File: config.mk
export PLATFORM = sky130hd
export DESIGN_NAME = sdhost_int_status_ctrl_flat
export DESIGN_NICKNAME = d
export VERILOG_FILES = /design/src/rtl/sdhost_int_status_ctrl_pkg.sv /design/src/rtl/sdhost_int_status_ctrl_if.sv /design/src/rtl/sdhost_int_status_ctrl_coalesce.sv /design/src/rtl/sdhost_int_status_ctrl.sv /design/src/flat_wrapper.sv
export SDC_FILE = /design/constraint.sdc
export NUM_CORES = 1
export LEC_CHECK = 0
export BUFFER_PORTS_ARGS = -buffer_cell sky130_fd_sc_hd__buf_2
export CORE_MARGIN = 1.5
export CORE_UTILIZATION = 30
export DETAILED_ROUTE_END_ITERATION = 10
export GPL_TIMING_DRIVEN = 0
export PLACE_DENSITY = 0.67
export SETUP_SLACK_MARGIN = 0.05
export SYNTH_ARGS = -nofsm -noshare
export SYNTH_HDL_FRONTEND = slang
export SYNTH_SLANG_ARGS = --single-unit
File: constraint.sdc
create_clock -name clk -period 1.6 [get_ports clk]
set_input_delay 0.24 -clock clk [delete_from_list [all_inputs] [get_ports clk]]
set_output_delay 0.24 -clock clk [all_outputs]
set_load 0.05 [all_outputs]
File: src/rtl/sdhost_int_status_ctrl_pkg.sv
// Shared definitions for the SD host Normal Interrupt Status (030h) controller:
// bit positions, reserved/W1C masks and the host-write FSM state type.
package sdhost_pkg;

  localparam int CMD_COMPLETE  = 0;
  localparam int XFER_COMPLETE = 1;
  localparam int BLK_GAP_EVENT = 2;
  localparam int DMA_INT       = 3;
  localparam int BUF_WR_READY  = 4;
  localparam int BUF_RD_READY  = 5;
  localparam int CARD_INSERT   = 6;
  localparam int CARD_REMOVE   = 7;
  localparam int CARD_INT      = 8;
  localparam int ERR_INT       = 15;

  localparam logic [15:0] NIS_RSVD_MASK = 16'h7E00;
  localparam logic [15:0] NIS_W1C_MASK  = 16'h00FF;

  typedef enum logic [1:0] {
    IDLE  = 2'd0,
    CLEAR = 2'd1,
    ACK   = 2'd2,
    WAIT  = 2'd3
  } wr_state_t;

endpackage

File: src/rtl/sdhost_int_status_ctrl_if.sv
// Register-side bus of the 030h status controller: host W1C handshake,
// enable masks from 034h/038h, and the status image / interrupt line back.
interface sdhost_int_status_ctrl_if #(
  parameter int WIDTH = 16
);
  logic             wr_req;
  logic [WIDTH-1:0] wr_data;
  logic             wr_ack;
  logic [WIDTH-1:0] stat_en;
  logic [WIDTH-1:0] sig_en;
  logic [WIDTH-1:0] status_out;
  logic             irq;

  modport master (
    output wr_req, wr_data, stat_en, sig_en,
    input  wr_ack, status_out, irq
  );

  modport slave (
    input  wr_req, wr_data, stat_en, sig_en,
    output wr_ack, status_out, irq
  );
endinterface

File: src/rtl/sdhost_int_status_ctrl_coalesce.sv
// Interrupt coalescing stage: irq only asserts after pending has been held
// for COAL_CYCLES clocks. Used only when SDHOST_IRQ_COALESCE_EN is defined.
module sdhost_irq_coalesce #(
  parameter int COAL_CYCLES = 8
) (
  input  logic clk,
  input  logic rst,
  input  logic pending,
  output logic irq
);

  localparam logic [7:0] LIMIT = 8'(COAL_CYCLES);

  logic [7:0] coalCnt;

  // Counter saturates at LIMIT so a long-held pending keeps irq asserted.
  always_ff @(posedge clk) begin
    if (rst) begin
      coalCnt <= 8'd0;
      irq     <= 1'b0;
    end else if (!pending) begin
      coalCnt <= 8'd0;
      irq     <= 1'b0;
    end else begin
      if (coalCnt != LIMIT) begin
        coalCnt <= coalCnt + 8'd1;
      end
      irq <= (coalCnt == LIMIT);
    end
  end

endmodule

File: src/rtl/sdhost_int_status_ctrl.sv
// SD host Normal Interrupt Status (030h) controller: sticky event bits, enable
// masking, W1C host writes and the host irq. Optional macro: SDHOST_IRQ_COALESCE_EN.
//
//   state | meaning
//   ------+----------------------------------------------------------
//   IDLE  | no write in flight; wr_req captures wr_data
//   CLEAR | captured W1C mask is applied to the sticky bits
//   ACK   | wr_ack pulses for one cycle
//   WAIT  | hold until the host drops wr_req
module sdhost_int_status_ctrl
  import sdhost_pkg::*;
#(
  parameter int WIDTH       = 16,
  parameter int COAL_CYCLES = 8
) (
  input  logic                        clk,
  input  logic                        rst,
  input  logic [WIDTH-1:0]            event_in,
  input  logic                        err_any,
  input  logic                        card_int,
  sdhost_int_status_ctrl_if.slave     bus
);

  wr_state_t        wrState;
  wr_state_t        wrNext;
  logic [7:0]       wdCap;
  logic             clrEn;
  logic             ackOut;

  logic [7:0]       sticky;
  logic [7:0]       setVec;
  logic [7:0]       clrVec;
  logic             cardBit;
  logic             errBit;
  logic [WIDTH-1:0] statusImg;
  logic             pending;
  logic             irqOut;
  logic             unusedBits;

  always_ff @(posedge clk) begin
    if (rst) begin
      wrState <= IDLE;
    end else begin
      wrState <= wrNext;
    end
  end

  always_comb begin
    wrNext = wrState;
    case (wrState)
      IDLE:    if (bus.wr_req) wrNext = CLEAR;
      CLEAR:   wrNext = ACK;
      ACK:     wrNext = WAIT;
      WAIT:    if (!bus.wr_req) wrNext = IDLE;
      default: wrNext = IDLE;
    endcase
  end

  always_comb begin
    clrEn  = 1'b0;
    ackOut = 1'b0;
    case (wrState)
      CLEAR:   clrEn  = 1'b1;
      ACK:     ackOut = 1'b1;
      default: begin
        clrEn  = 1'b0;
        ackOut = 1'b0;
      end
    endcase
  end

  always_ff @(posedge clk) begin
    if (rst) begin
      wdCap <= 8'h00;
    end else if (wrState == IDLE && bus.wr_req) begin
      wdCap <= bus.wr_data[7:0];
    end
  end

  assign setVec = event_in[7:0] & bus.stat_en[7:0];
  assign clrVec = clrEn ? (wdCap & NIS_W1C_MASK[7:0]) : 8'h00;

  // A set in the clear cycle wins; dropping a Status Enable bit wipes it.
  always_ff @(posedge clk) begin
    if (rst) begin
      sticky  <= 8'h00;
      cardBit <= 1'b0;
      errBit  <= 1'b0;
    end else begin
      sticky  <= setVec | (sticky & ~clrVec & bus.stat_en[7:0]);
      cardBit <= card_int & bus.stat_en[CARD_INT];
      errBit  <= err_any;
    end
  end

  always_comb begin
    statusImg           = '0;
    statusImg[7:0]      = sticky;
    statusImg[CARD_INT] = cardBit;
    statusImg[ERR_INT]  = errBit;
    statusImg           = statusImg & ~NIS_RSVD_MASK;
  end

  assign pending = |(statusImg & bus.sig_en);

`ifdef SDHOST_IRQ_COALESCE_EN
  sdhost_irq_coalesce #(
    .COAL_CYCLES (COAL_CYCLES)
  ) u_coalesce (
    .clk     (clk),
    .rst     (rst),
    .pending (pending),
    .irq     (irqOut)
  );

  assign unusedBits = ^{event_in[WIDTH-1:8], bus.wr_data[WIDTH-1:8],
                        bus.stat_en[WIDTH-1:9]};
`else
  always_ff @(posedge clk) begin
    if (rst) begin
      irqOut <= 1'b0;
    end else begin
      irqOut <= pending;
    end
  end

  // Coalescing depth has no meaning without the coalescing stage.
  assign unusedBits = ^{event_in[WIDTH-1:8], bus.wr_data[WIDTH-1:8],
                        bus.stat_en[WIDTH-1:9], 8'(COAL_CYCLES)};
`endif

  assign bus.status_out = statusImg;
  assign bus.wr_ack     = ackOut;
  assign bus.irq        = irqOut;

endmodule

File: src/flat_wrapper.sv
// flat-port wrapper written by rule: the top's interface ports become plain ports
module sdhost_int_status_ctrl_flat import sdhost_pkg::*;
#(
  parameter int WIDTH       = 16,
  parameter int COAL_CYCLES = 8
)
  (clk, rst, event_in, err_any, card_int, bus_wr_req, bus_wr_data, bus_stat_en, bus_sig_en, bus_wr_ack, bus_status_out, bus_irq);
  sdhost_int_status_ctrl_if #(.WIDTH(WIDTH)) bus_i ();
  input  logic clk;
  input  logic rst;
  input  logic [WIDTH-1:0] event_in;
  input  logic err_any;
  input  logic card_int;
  input wire logic [$bits(bus_i.wr_req)-1:0] bus_wr_req;
  input wire logic [$bits(bus_i.wr_data)-1:0] bus_wr_data;
  input wire logic [$bits(bus_i.stat_en)-1:0] bus_stat_en;
  input wire logic [$bits(bus_i.sig_en)-1:0] bus_sig_en;
  output wire logic [$bits(bus_i.wr_ack)-1:0] bus_wr_ack;
  output wire logic [$bits(bus_i.status_out)-1:0] bus_status_out;
  output wire logic [$bits(bus_i.irq)-1:0] bus_irq;
  assign bus_i.wr_req = bus_wr_req;
  assign bus_i.wr_data = bus_wr_data;
  assign bus_i.stat_en = bus_stat_en;
  assign bus_i.sig_en = bus_sig_en;
  assign bus_wr_ack = bus_i.wr_ack;
  assign bus_status_out = bus_i.status_out;
  assign bus_irq = bus_i.irq;
  sdhost_int_status_ctrl #(.WIDTH(WIDTH), .COAL_CYCLES(COAL_CYCLES)) u_core (.clk(clk), .rst(rst), .event_in(event_in), .err_any(err_any), .card_int(card_int), .bus(bus_i));
endmodule
==> key figures, run 1 <==
Global routing
  • GRT Util Overall: 12.8%
  • GR Overflow Total: 0
  • Antenna violations before repair: 0
  • Number of global-route vias before repair: 819
  • Largest net degree at the start of global routing: 12
  • First-pass GRT wire length: 3410 um

Route
  • Final WL: 2110 um
  • Drt via density: 4.36
  • Drt wl/cell: 10.1 um
  • Via count: 912
  • Initial DRC count: 13
  • Detailed Routing Iterations Pass 1: 4
  • DRC: 0
  • Remaining antenna violation count after routing: 0

Floorplan
  • Die area: 3490 um^2
  • Core ar.: 3030 um^2
  • Die X: 59.1 um
  • Count of standard-cell rows: 20
  • IO Pins: 87
  • Starting Density: 31.2%
  • Die height: 59.1 um

STA
  • Hold slack final: 0.110 ns
  • Slew Limit Headroom: 63.6%
  • Final Hold Fails: 0
  • Slew @ Worst Pin: 0.546 ns
  • Fin crit period: 1.45 ns
  • # setup viols final: 0
  • Crit share post-route: 90.4%
  • Final setup TNS: 0 ns
  • RSZ-0062 raised after global routing: false
  • Max Slew Vio Count: 0
  • Highest Clock Rate: 691 MHz
  • Setup clock skew after layout: 0.00620 ns

CTS
  • Clock sinks: 21
  • H-tree Lvls: 1
  • Clock Latency Late Sink: 0.30 ns
  • CTS tree: done
  • Setup bufs post-CTS: 0
  • CTS resizes: 0
  • Worst-path clk slew: 0.11 ns
  • CTS Root Cell: clkbuf_4
  • Longest Clk Path Bufs: 2
  • Hold_buf cts: 0
  • Total CTS buffers: 3

Setup path
  • CP cell instances: inv_1 -> ha_1 -> buf_2
  • Critical path buffers and inverters: 2
  • WP data required: 1.36 ns
  • Crit path DAT: 1.21 ns
  • Crit path from: u_core.wrState[0]
  • Worst Setup Path Type: reg2out
  • Worst r2r src: u_core.wrState[1]
  • CP top delay family: flip-flops
  • Crit path largest cell delay: 0.36 ns
  • Setup crit start kind: flop
  • Crit-path slowest cell: dfxtp_2
  • Worst-path maximum fanout: 4
  • Worst Setup End Kind: primary output

Place
  • HPWL after DPL: 1740 um
  • Gpl congestion: 0.690
  • # port buffers: 50

Power and ir drop
  • P per Cell Area: 1180 nW/um^2
  • Power Total: 1530 uW
  • P_leak: 0.000615 uW
  • VDD IR max: 0.697 mV

Layout
  • Diode count: 0
  • Share of cells above drive strength 1: 40.6%
  • NumNets Final: 240
  • Area added between synthesis and finish: 37.5%

Synthesis
  • Warnings from Yosys: 0
  • Seq/Total Area, Yosys: 44.5%
  • Synth top area cells: dfxtp_1 45%, a21oi_1 8.5%, nand2_1 7.2%
  • Synth Instances: 106
  • Library cells used by synthesis: 21
  • Synth Cell Area: 945 um^2
  • Number of synthesized register bits: 21
  • Syn_area_per_cell: 8.91 um^2
  • Synth area leader: dfxtp_1
  • Yosys top cell area share: 44.5%

Worst hold path
  • Type of the worst min-delay path: in2reg
  • Worst hold path startpoint: rst

Flow run
  • Max Cap Violations: 0

Status
  • Status: completed
-- cells by family (layout without fill, tap and decap cells) --
logic type                 Yosys count  after routing  share of synthesized area [%]
muxes                                2              2                           3.44
other                                1              6                          0.397
DFF                                 21             21                           44.5
buffers and inverters               15             69                           10.1
and+or+nand+nor                     39             39                           20.0
adders and majority gates            5              5                           6.62
AOI/OAI and AO/OA                   23             23                           15.0
-- registers in the layout (all words and copies together), names as in the netlist --
name,count
u_core.bus.irq,1
u_core.cardBit,1
u_core.errBit,1
u_core.sticky,8
u_core.wdCap,8
u_core.wrState,2
-- final cells by class --
class / count / area (um^2)
multi-input combinational: 75 / 450
inverter: 2 / 7.51
clock buffer: 4 / 26.3
fill: 316 / 1730
sequential: 21 / 422
tap: 44 / 55.1
buffer: 13 / 87.6
timing repair buffer: 50 / 250
-- through the flow --
step	util, %	cells	worst slack (ns)	instance area (um^2)
2_1_floorplan	-	111	0.286	963
3_3_place_gp	41.9	205	0.233	1270
3_5_place_dp	41.9	205	0.161	1270
4_1_cts	42.8	209	0.100	1290
5_1_grt	42.9	209	0.0569	1300
6_report	42.9	209	0.153	1300
-- layout by cell type (no fill, tap or decap), drive strengths merged --
cell | Yosys | routed
a22oi | 1 | 1
nor3b | 8 | 8
mux2i | 2 | 2
nand3 | 8 | 8
a31oi | 1 | 1
a21oi | 16 | 16
a211oi | 1 | 1
nand2 | 18 | 18
ha | 5 | 5
clkbuf | 3 | 7
conb | 1 | 6
a221oi | 2 | 2
buf | 10 | 60
a22o | 2 | 2
inv | 2 | 2
nor2b | 1 | 1
nor2 | 4 | 4
dfxtp | 21 | 21
-- Yosys cell counts, drive strengths merged --
cell and count:
a22o 2, ha 5, nor3b 8, nand3 8
a31oi 1, a211oi 1, inv 2, a21oi 16
clkbuf 3, a22oi 1, mux2i 2, dfxtp 21
nand2 18, a221oi 2, nor2b 1, nor2 4
conb 1, buf 10
-- path summary, 6_finish.rpt --
| path | slack (ns) | to | cells after the start |
|---|---|---|---|
| min reg2reg | 0.46 | u_core.wdCap[6] | 2 |
| min | 0.11 | u_core.errBit | 2 |
| max reg2reg | 0.18 | u_core.wrState[1] | 6 |
| max | 0.15 | bus_wr_ack | 3 |
-- report_power, final --
group / switching (uW) / leakage (uW) / internal, uW
sequential: 51.6 / 0.000173 / 602
combinational: 400 / 0.000427 / 223
clock: 155 / 0.0000150 / 97.2
total: 606 / 0.000615 / 922
-- routing by layer --
layer	wire length [um]	GRT usage [%]	vias to the layer above
met5	0	0	-
met4	0	0.974	0
met2	1060	24.0	39
met3	172	5.02	0
met1	882	14.2	405
li1	-	-	468
-- worst reg2reg max path, cell delays in order, from the launching register on --
cell,delay [ns]
dfxtp_1,0.40
inv_1,0.10
ha_1,0.18
buf_2,0.19
mux2i_4,0.20
mux2i_1,0.20
nor2_1,0.05
No activity file was read; power rests on OpenSTA's default activity.
==> inputs of run 2 (changes only) <==
--- a/config.mk
+++ b/config.mk
@@ -11,6 +11,7 @@
 export DETAILED_ROUTE_END_ITERATION = 10
 export GPL_TIMING_DRIVEN = 0
 export PLACE_DENSITY = 0.67
+export REMOVE_ABC_BUFFERS = 1
 export SETUP_SLACK_MARGIN = 0.05
 export SYNTH_ARGS = -nofsm -noshare
 export SYNTH_HDL_FRONTEND = slang
==> key figures, run 2 (synthesized netlist as in run 1, its figures left out) <==
Status
  • Status: completed (unchanged)

Place
  • # port buffers: 51 (was 50)
  • Gpl congestion: 0.707 (was 0.690)
  • HPWL after DPL: 1690 um (was 1740 um)

Flow run
  • Max Cap Violations: 0 (unchanged)

Global routing
  • Global-route met1 utilization: 13.3% (was 14.2%)
  • Largest net degree at the start of global routing: 22 (was 12)
  • GRT Util Overall: 11.7% (was 12.8%)
  • First-pass GRT wire length: 3170 um (was 3410 um)
  • GRT Max-Usage Layer: met2 (unchanged)
  • M3 GR Usage: 2.62% (was 5.02%)
  • Met2 Use GR: 22.1% (was 24.0%)
  • Number of global-route vias before repair: 803 (was 819)
  • Antenna violations before repair: 0 (unchanged)
  • GR Overflow Total: 0 (unchanged)

STA
  • Fin crit period: 1.48 ns (was 1.45 ns)
  • Highest Clock Rate: 676 MHz (was 691 MHz)
  • Final Hold Fails: 0 (unchanged)
  • Setup clock skew after layout: 0.00261 ns (was 0.00620 ns)
  • Max Slew Vio Count: 0 (unchanged)
  • # setup viols final: 0 (unchanged)
  • RSZ-0062 raised after global routing: false (unchanged)
  • Final setup TNS: 0 ns (unchanged)
  • Hold slack final: 0.143 ns (was 0.110 ns)
  • Crit share post-route: 92.5% (was 90.4%)

Layout
  • Share of cells above drive strength 1: 37.9% (was 40.6%)
  • Most common cell after layout, fill and taps aside: buf_2 (unchanged)
  • Sequential cell area: 420 um^2 (was 422 um^2)
  • Fillers: 327 (was 316)
  • Final core occ: 40.2% (was 42.9%)
  • Area added between synthesis and finish: 28.7% (was 37.5%)
  • Largest regs: u_core.sticky (8), u_core.wdCap (8), u_core.wrState (2) (unchanged)
  • Commonest cells after routing, fill and taps aside: 51 x buf_2, 21 x dfxtp_1, 18 x nand2_1 (was 51 x buf_2, 20 x dfxtp_1, 17 x nand2_1)
  • Multi-input logic area: 450 um^2 (unchanged)
  • NumNets Final: 228 (was 240)
  • Diode count: 0 (unchanged)

Setup path
  • Worst Setup Path Type: reg2out (unchanged)
  • CP cell instances: inv_1 -> ha_1 -> buf_2 (unchanged)
  • Worst R2R End: u_core.wrState[1] (unchanged)
  • Reg2Reg Setup Slack: 0.24 ns (was 0.18 ns)
  • Crit path largest cell delay: 0.40 ns (was 0.36 ns)
  • WP data required: 1.36 ns (about the same)
  • Setup crit start kind: flop (unchanged)
  • Worst-path maximum fanout: 4 (unchanged)
  • Crit path DAT: 1.24 ns (was 1.21 ns)
  • Reg2Reg Depth: 5 (was 6)
  • Crit-path slowest cell: dfxtp_1 (was dfxtp_2)
  • Worst Setup End Kind: primary output (unchanged)
  • Crit path from: u_core.wrState[0] (unchanged)
  • Worst r2r src: u_core.wrState[0] (was u_core.wrState[1])
  • Setup crit end: bus_wr_ack (unchanged)
  • Critical path buffers and inverters: 2 (unchanged)
  • CP top delay family: flip-flops (unchanged)
  • Number of cells on the critical path: 3 (unchanged)

Route
  • Final WL: 2080 um (was 2110 um)
  • Detailed Routing Iterations Pass 1: 4 (unchanged)
  • Remaining antenna violation count after routing: 0 (unchanged)
  • Via count: 865 (was 912)
  • Initial DRC count: 41 (was 13)
  • DRC: 0 (unchanged)
  • Drt via density: 4.39 (was 4.36)
  • Drt wl/cell: 10.6 um (was 10.1 um)

Power and ir drop
  • Combinational share of power: 40.0% (was 40.7%)
  • Sw power: 599 uW (was 606 uW)
  • Switching Share: 39.8% (was 39.7%)
  • P per Cell Area: 1240 nW/um^2 (was 1180 nW/um^2)
  • P_leak: 0.000564 uW (was 0.000615 uW)
  • Int Pwr: 908 uW (was 922 uW)
  • Clock share of power: 16.9% (was 16.5%)
  • Seq pwr share: 43.1% (was 42.8%)
  • VDD IR max: 0.311 mV (was 0.697 mV)

CTS
  • H-tree Lvls: 1 (unchanged)
  • CTS tree: done (unchanged)
  • Total CTS buffers: 3 (unchanged)
  • Hold_buf cts: 0 (unchanged)
  • Longest Clk Path Bufs: 2 (unchanged)
  • Clock Latency Late Sink: 0.30 ns (about the same)
  • Clock sinks: 21 (unchanged)
  • Worst-path clk slew: 0.12 ns (was 0.11 ns)
  • CTS Root Cell: clkbuf_4 (unchanged)

Floorplan
  • Core ar.: 3030 um^2 (unchanged)
  • Count of standard-cell rows: 20 (unchanged)
  • Die area: 3490 um^2 (unchanged)
  • Die height: 59.1 um (unchanged)
  • Die X: 59.1 um (unchanged)
  • Starting Density: 31.2% (unchanged)
  • IO Pins: 87 (unchanged)

Worst hold path
  • Type of the worst min-delay path: in2reg (unchanged)
  • Worst hold path startpoint: err_any (was rst)
-- run 2: cell types whose count changed in the layout (fill, tap and decap cells not counted) --
cell,before,now
dfxtp_1,20,21
ha_1,5,4
ha_2,0,1
nand2_2,1,0
buf_4,8,0
nand2_1,17,18
clkbuf_1,4,0
clkinv_2,0,1
dfxtp_2,1,0
buf_6,1,0
-- run 2: worst min-delay path by stage --
| stage | end | cells after the start | slack, ns |
|---|---|---|---|
| 6_report | u_core.errBit | 2 | 0.14 |
| 4_1_cts | u_core.errBit | 2 | 0.14 |
| 5_1_grt | u_core.errBit | 2 | 0.14 |
| 2_1_floorplan | u_core.wrState[0] | 1 | 0.30 |
| 3_5_place_dp | u_core.wdCap[0] | 2 | 0.45 |
| 3_3_place_gp | u_core.wdCap[5] | 2 | 0.45 |
-- run 2: metal layers --
layer  share of wire [%]  vias to the layer above
met3                 7.5                        2
li1                    -                      445
met2                  49                       38
met4                0.77                        0
met1                  43                      380
met5                   0                        -
-- run 2: power by group through the flow --
stage               clock network, uW  logic, uW  registers, uW
detailed placement                  0        604            662
floorplan                           0        401            706
global route                      285        676            661
global placement                    0        578            657
CTS                               269        605            650
finish                            254        603            650
-- run 2: final cells by class --
cell class                      count  share of cell area (%)
Inverter                            2                   0.617
Multi-Input combinational cell     75                    37.0
Clock buffer                        3                    1.85
Tap cell                           44                    4.53
Sequential cell                    21                    34.6
Timing Repair Buffer               51                    21.0
Clock inverter                      1                   0.412
-- run 2: through the flow --
stage	setup slack (ns)	area [um^2]	power [uW]	cells
final	0.120	1220	1510	197
after floorplan	0.315	876	1110	98
after CTS	0.104	1210	1520	197
after detailed placement	0.124	1190	1270	193
after global placement	0.209	1190	1230	193
after global routing	0.0494	1220	1620	197
-- run 2: repair_timing --
item | in CTS | in global routing
buffers inserted | 0 | 0
setup endpoints to repair | 0 | 9
gates resized for setup | 0 | 1
==> inputs of run 3 (changes only) <==
--- a/config.mk
+++ b/config.mk
@@ -5,12 +5,11 @@
 export SDC_FILE = /design/constraint.sdc
 export NUM_CORES = 1
 export LEC_CHECK = 0
-export BUFFER_PORTS_ARGS = -buffer_cell sky130_fd_sc_hd__buf_2
 export CORE_MARGIN = 1.5
 export CORE_UTILIZATION = 30
 export DETAILED_ROUTE_END_ITERATION = 10
+export DONT_BUFFER_PORTS = 1
 export GPL_TIMING_DRIVEN = 0
-export PLACE_DENSITY = 0.67
 export REMOVE_ABC_BUFFERS = 1
 export SETUP_SLACK_MARGIN = 0.05
 export SYNTH_ARGS = -nofsm -noshare
==> key figures, run 3 (synthesized netlist as in run 1, its figures left out) <==
Status
  • Status: completed (unchanged)

Place
  • Gpl congestion: 0.626 (was 0.707)
  • # port buffers: 0 (was 51)
  • HPWL after DPL: 1500 um (was 1690 um)

Worst hold path
  • Type of the worst min-delay path: in2reg (unchanged)

Layout
  • Diode count: 0 (unchanged)
  • Share of cells above drive strength 1: 7.77% (was 37.9%)
  • Final core occ: 32.1% (was 40.2%)
  • Area added between synthesis and finish: 3.05% (was 28.7%)
  • Fillers: 333 (was 327)
  • Most common cell after layout, fill and taps aside: dfxtp_1 (was buf_2)
  • NumNets Final: 178 (was 228)
  • Commonest cells after routing, fill and taps aside: 21 x dfxtp_1, 18 x nand2_1, 16 x a21oi_1 (was 51 x buf_2, 21 x dfxtp_1, 18 x nand2_1)
  • Largest regs: u_core.sticky (8), u_core.wdCap (8), u_core.wrState (2) (unchanged)

STA
  • Fin crit period: 1.39 ns (was 1.48 ns)
  • RSZ-0062 raised after global routing: false (unchanged)
  • Slew @ Worst Pin: 0.778 ns
  • Highest Clock Rate: 722 MHz (was 676 MHz)
  • Slew Limit Headroom: 47.9%
  • Final Hold Fails: 0 (unchanged)
  • Final setup TNS: 0 ns (unchanged)
  • Max Slew Vio Count: 0 (unchanged)
  • Crit share post-route: 86.6% (was 92.5%)
  • Setup clock skew after layout: 0.000575 ns (was 0.00261 ns)
  • # setup viols final: 0 (unchanged)

Setup path
  • CP cell instances: inv_1 -> ha_2 (was inv_1 -> ha_1 -> buf_2)
  • Crit path largest cell delay: 0.37 ns (was 0.40 ns)
  • Worst-path maximum fanout: 4 (unchanged)
  • Setup crit start kind: flop (unchanged)
  • Crit-path slowest cell: ha_2 (was dfxtp_1)
  • Crit path DAT: 1.15 ns (was 1.24 ns)
  • Worst Setup End Kind: primary output (unchanged)
  • WP data required: 1.36 ns (about the same)
  • Worst Setup Path Type: reg2out (unchanged)

Floorplan
  • Count of standard-cell rows: 20 (unchanged)
  • Core ar.: 3030 um^2 (unchanged)
  • IO Pins: 87 (unchanged)
  • Die X: 59.1 um (unchanged)
  • Die height: 59.1 um (unchanged)
  • Die area: 3490 um^2 (unchanged)
  • Starting Density: 31.2% (unchanged)

Route
  • Final WL: 1900 um (was 2080 um)
  • Drt wl/cell: 12.9 um (was 10.6 um)
  • Remaining antenna violation count after routing: 0 (unchanged)
  • Via count: 695 (was 865)
  • Initial DRC count: 8 (was 41)
  • Drt via density: 4.73 (was 4.39)
  • DRC: 0 (unchanged)
  • Detailed Routing Iterations Pass 1: 4 (unchanged)

CTS
  • CTS Root Cell: clkbuf_4 (unchanged)
  • Worst-path clk slew: 0.12 ns (about the same)
  • Clock Latency Late Sink: 0.30 ns (about the same)
  • CTS tree: done (unchanged)
  • Clock sinks: 21 (unchanged)
  • Setup bufs post-CTS: 0 (unchanged)
  • Total CTS buffers: 3 (unchanged)
  • H-tree Lvls: 1 (unchanged)
  • Longest Clk Path Bufs: 2 (unchanged)

Global routing
  • Antenna violations before repair: 0 (unchanged)
  • First-pass GRT wire length: 2730 um (was 3170 um)
  • GR Overflow Total: 0 (unchanged)
  • Number of global-route vias before repair: 648 (was 803)
  • Largest net degree at the start of global routing: 22 (unchanged)
  • GRT Util Overall: 10.8% (was 11.7%)

Power and ir drop
  • P_leak: 0.000352 uW (was 0.000564 uW)
  • Power Total: 1450 uW (was 1510 uW)
  • P per Cell Area: 1490 nW/um^2 (was 1240 nW/um^2)
  • VDD IR max: 0.403 mV (was 0.311 mV)

Flow run
  • Max Cap Violations: 0 (unchanged)
-- run 3: cell types whose count changed in the layout (fill, tap and decap cells not counted), sizes merged --
cell	change
dlygate4sd3	+1
buf	-51
-- run 3: power by group --
group	internal, uW	leakage, uW	total (uW)	switching [uW]
Combinational	176	0.000162	488	313
Sequential	599	0.000173	705	106
Clock	93.1	0.0000177	256	163
-- run 3: final cells by class --
cell class | count | area, um^2 | area share, %
Clock inverter | 1 | 5.00 | 0.514
Sequential cell | 21 | 420 | 43.2
Clock buffer | 3 | 22.5 | 2.31
Multi-Input combinational cell | 75 | 453 | 46.5
Tap cell | 44 | 55.1 | 5.66
Timing Repair Buffer | 1 | 10.0 | 1.03
Inverter | 2 | 7.51 | 0.771
-- run 3: worst paths after layout --
path / from / endpoint / slack [ns] / cells after the start
min reg2reg: u_core.wdCap[6] / u_core.wdCap[6] / 0.47 / 2
max: u_core.wrState[0] / bus_wr_ack / 0.21 / 2
min: bus_stat_en[8] / u_core.cardBit / 0.04 / 2
max reg2reg: u_core.wrState[0] / u_core.wrState[1] / 0.24 / 5
-- run 3: per-layer routing --
metal / vias up / global-route usage [%] / part of all wire (%)
li1: 344 / - / -
met1: 309 / 11.1 / 40
met2: 40 / 18.3 / 48
met3: 2 / 5.24 / 12
met4: 0 / 4.87 / 0.63
met5: - / 0 / 0
-- run 3: critical path: cells and delay by family, from the launching register on --
family,cells,cell delay [ns]
DFF,1,0.36
buffers and inverters,1,0.12
adders and majority gates,1,0.37
-- run 3: metrics by stage --
step	std cells	area, um^2	worst slack [ns]	hold slack (ns)
after floorplan	98	876	0.315	0.305
after global placement	142	931	0.202	0.308
after detailed placement	142	931	0.160	0.309
after CTS	147	968	0.0646	0.0234
after global routing	147	973	0.121	0.0186
final	147	973	0.214	0.0380
-- run 3: repair_timing --
item / in CTS / in global routing
setup endpoints to repair: 0 / 10
hold endpoints to repair: 21 / 0
gates resized for setup: 0 / 2
hold buffers: 1 / 0
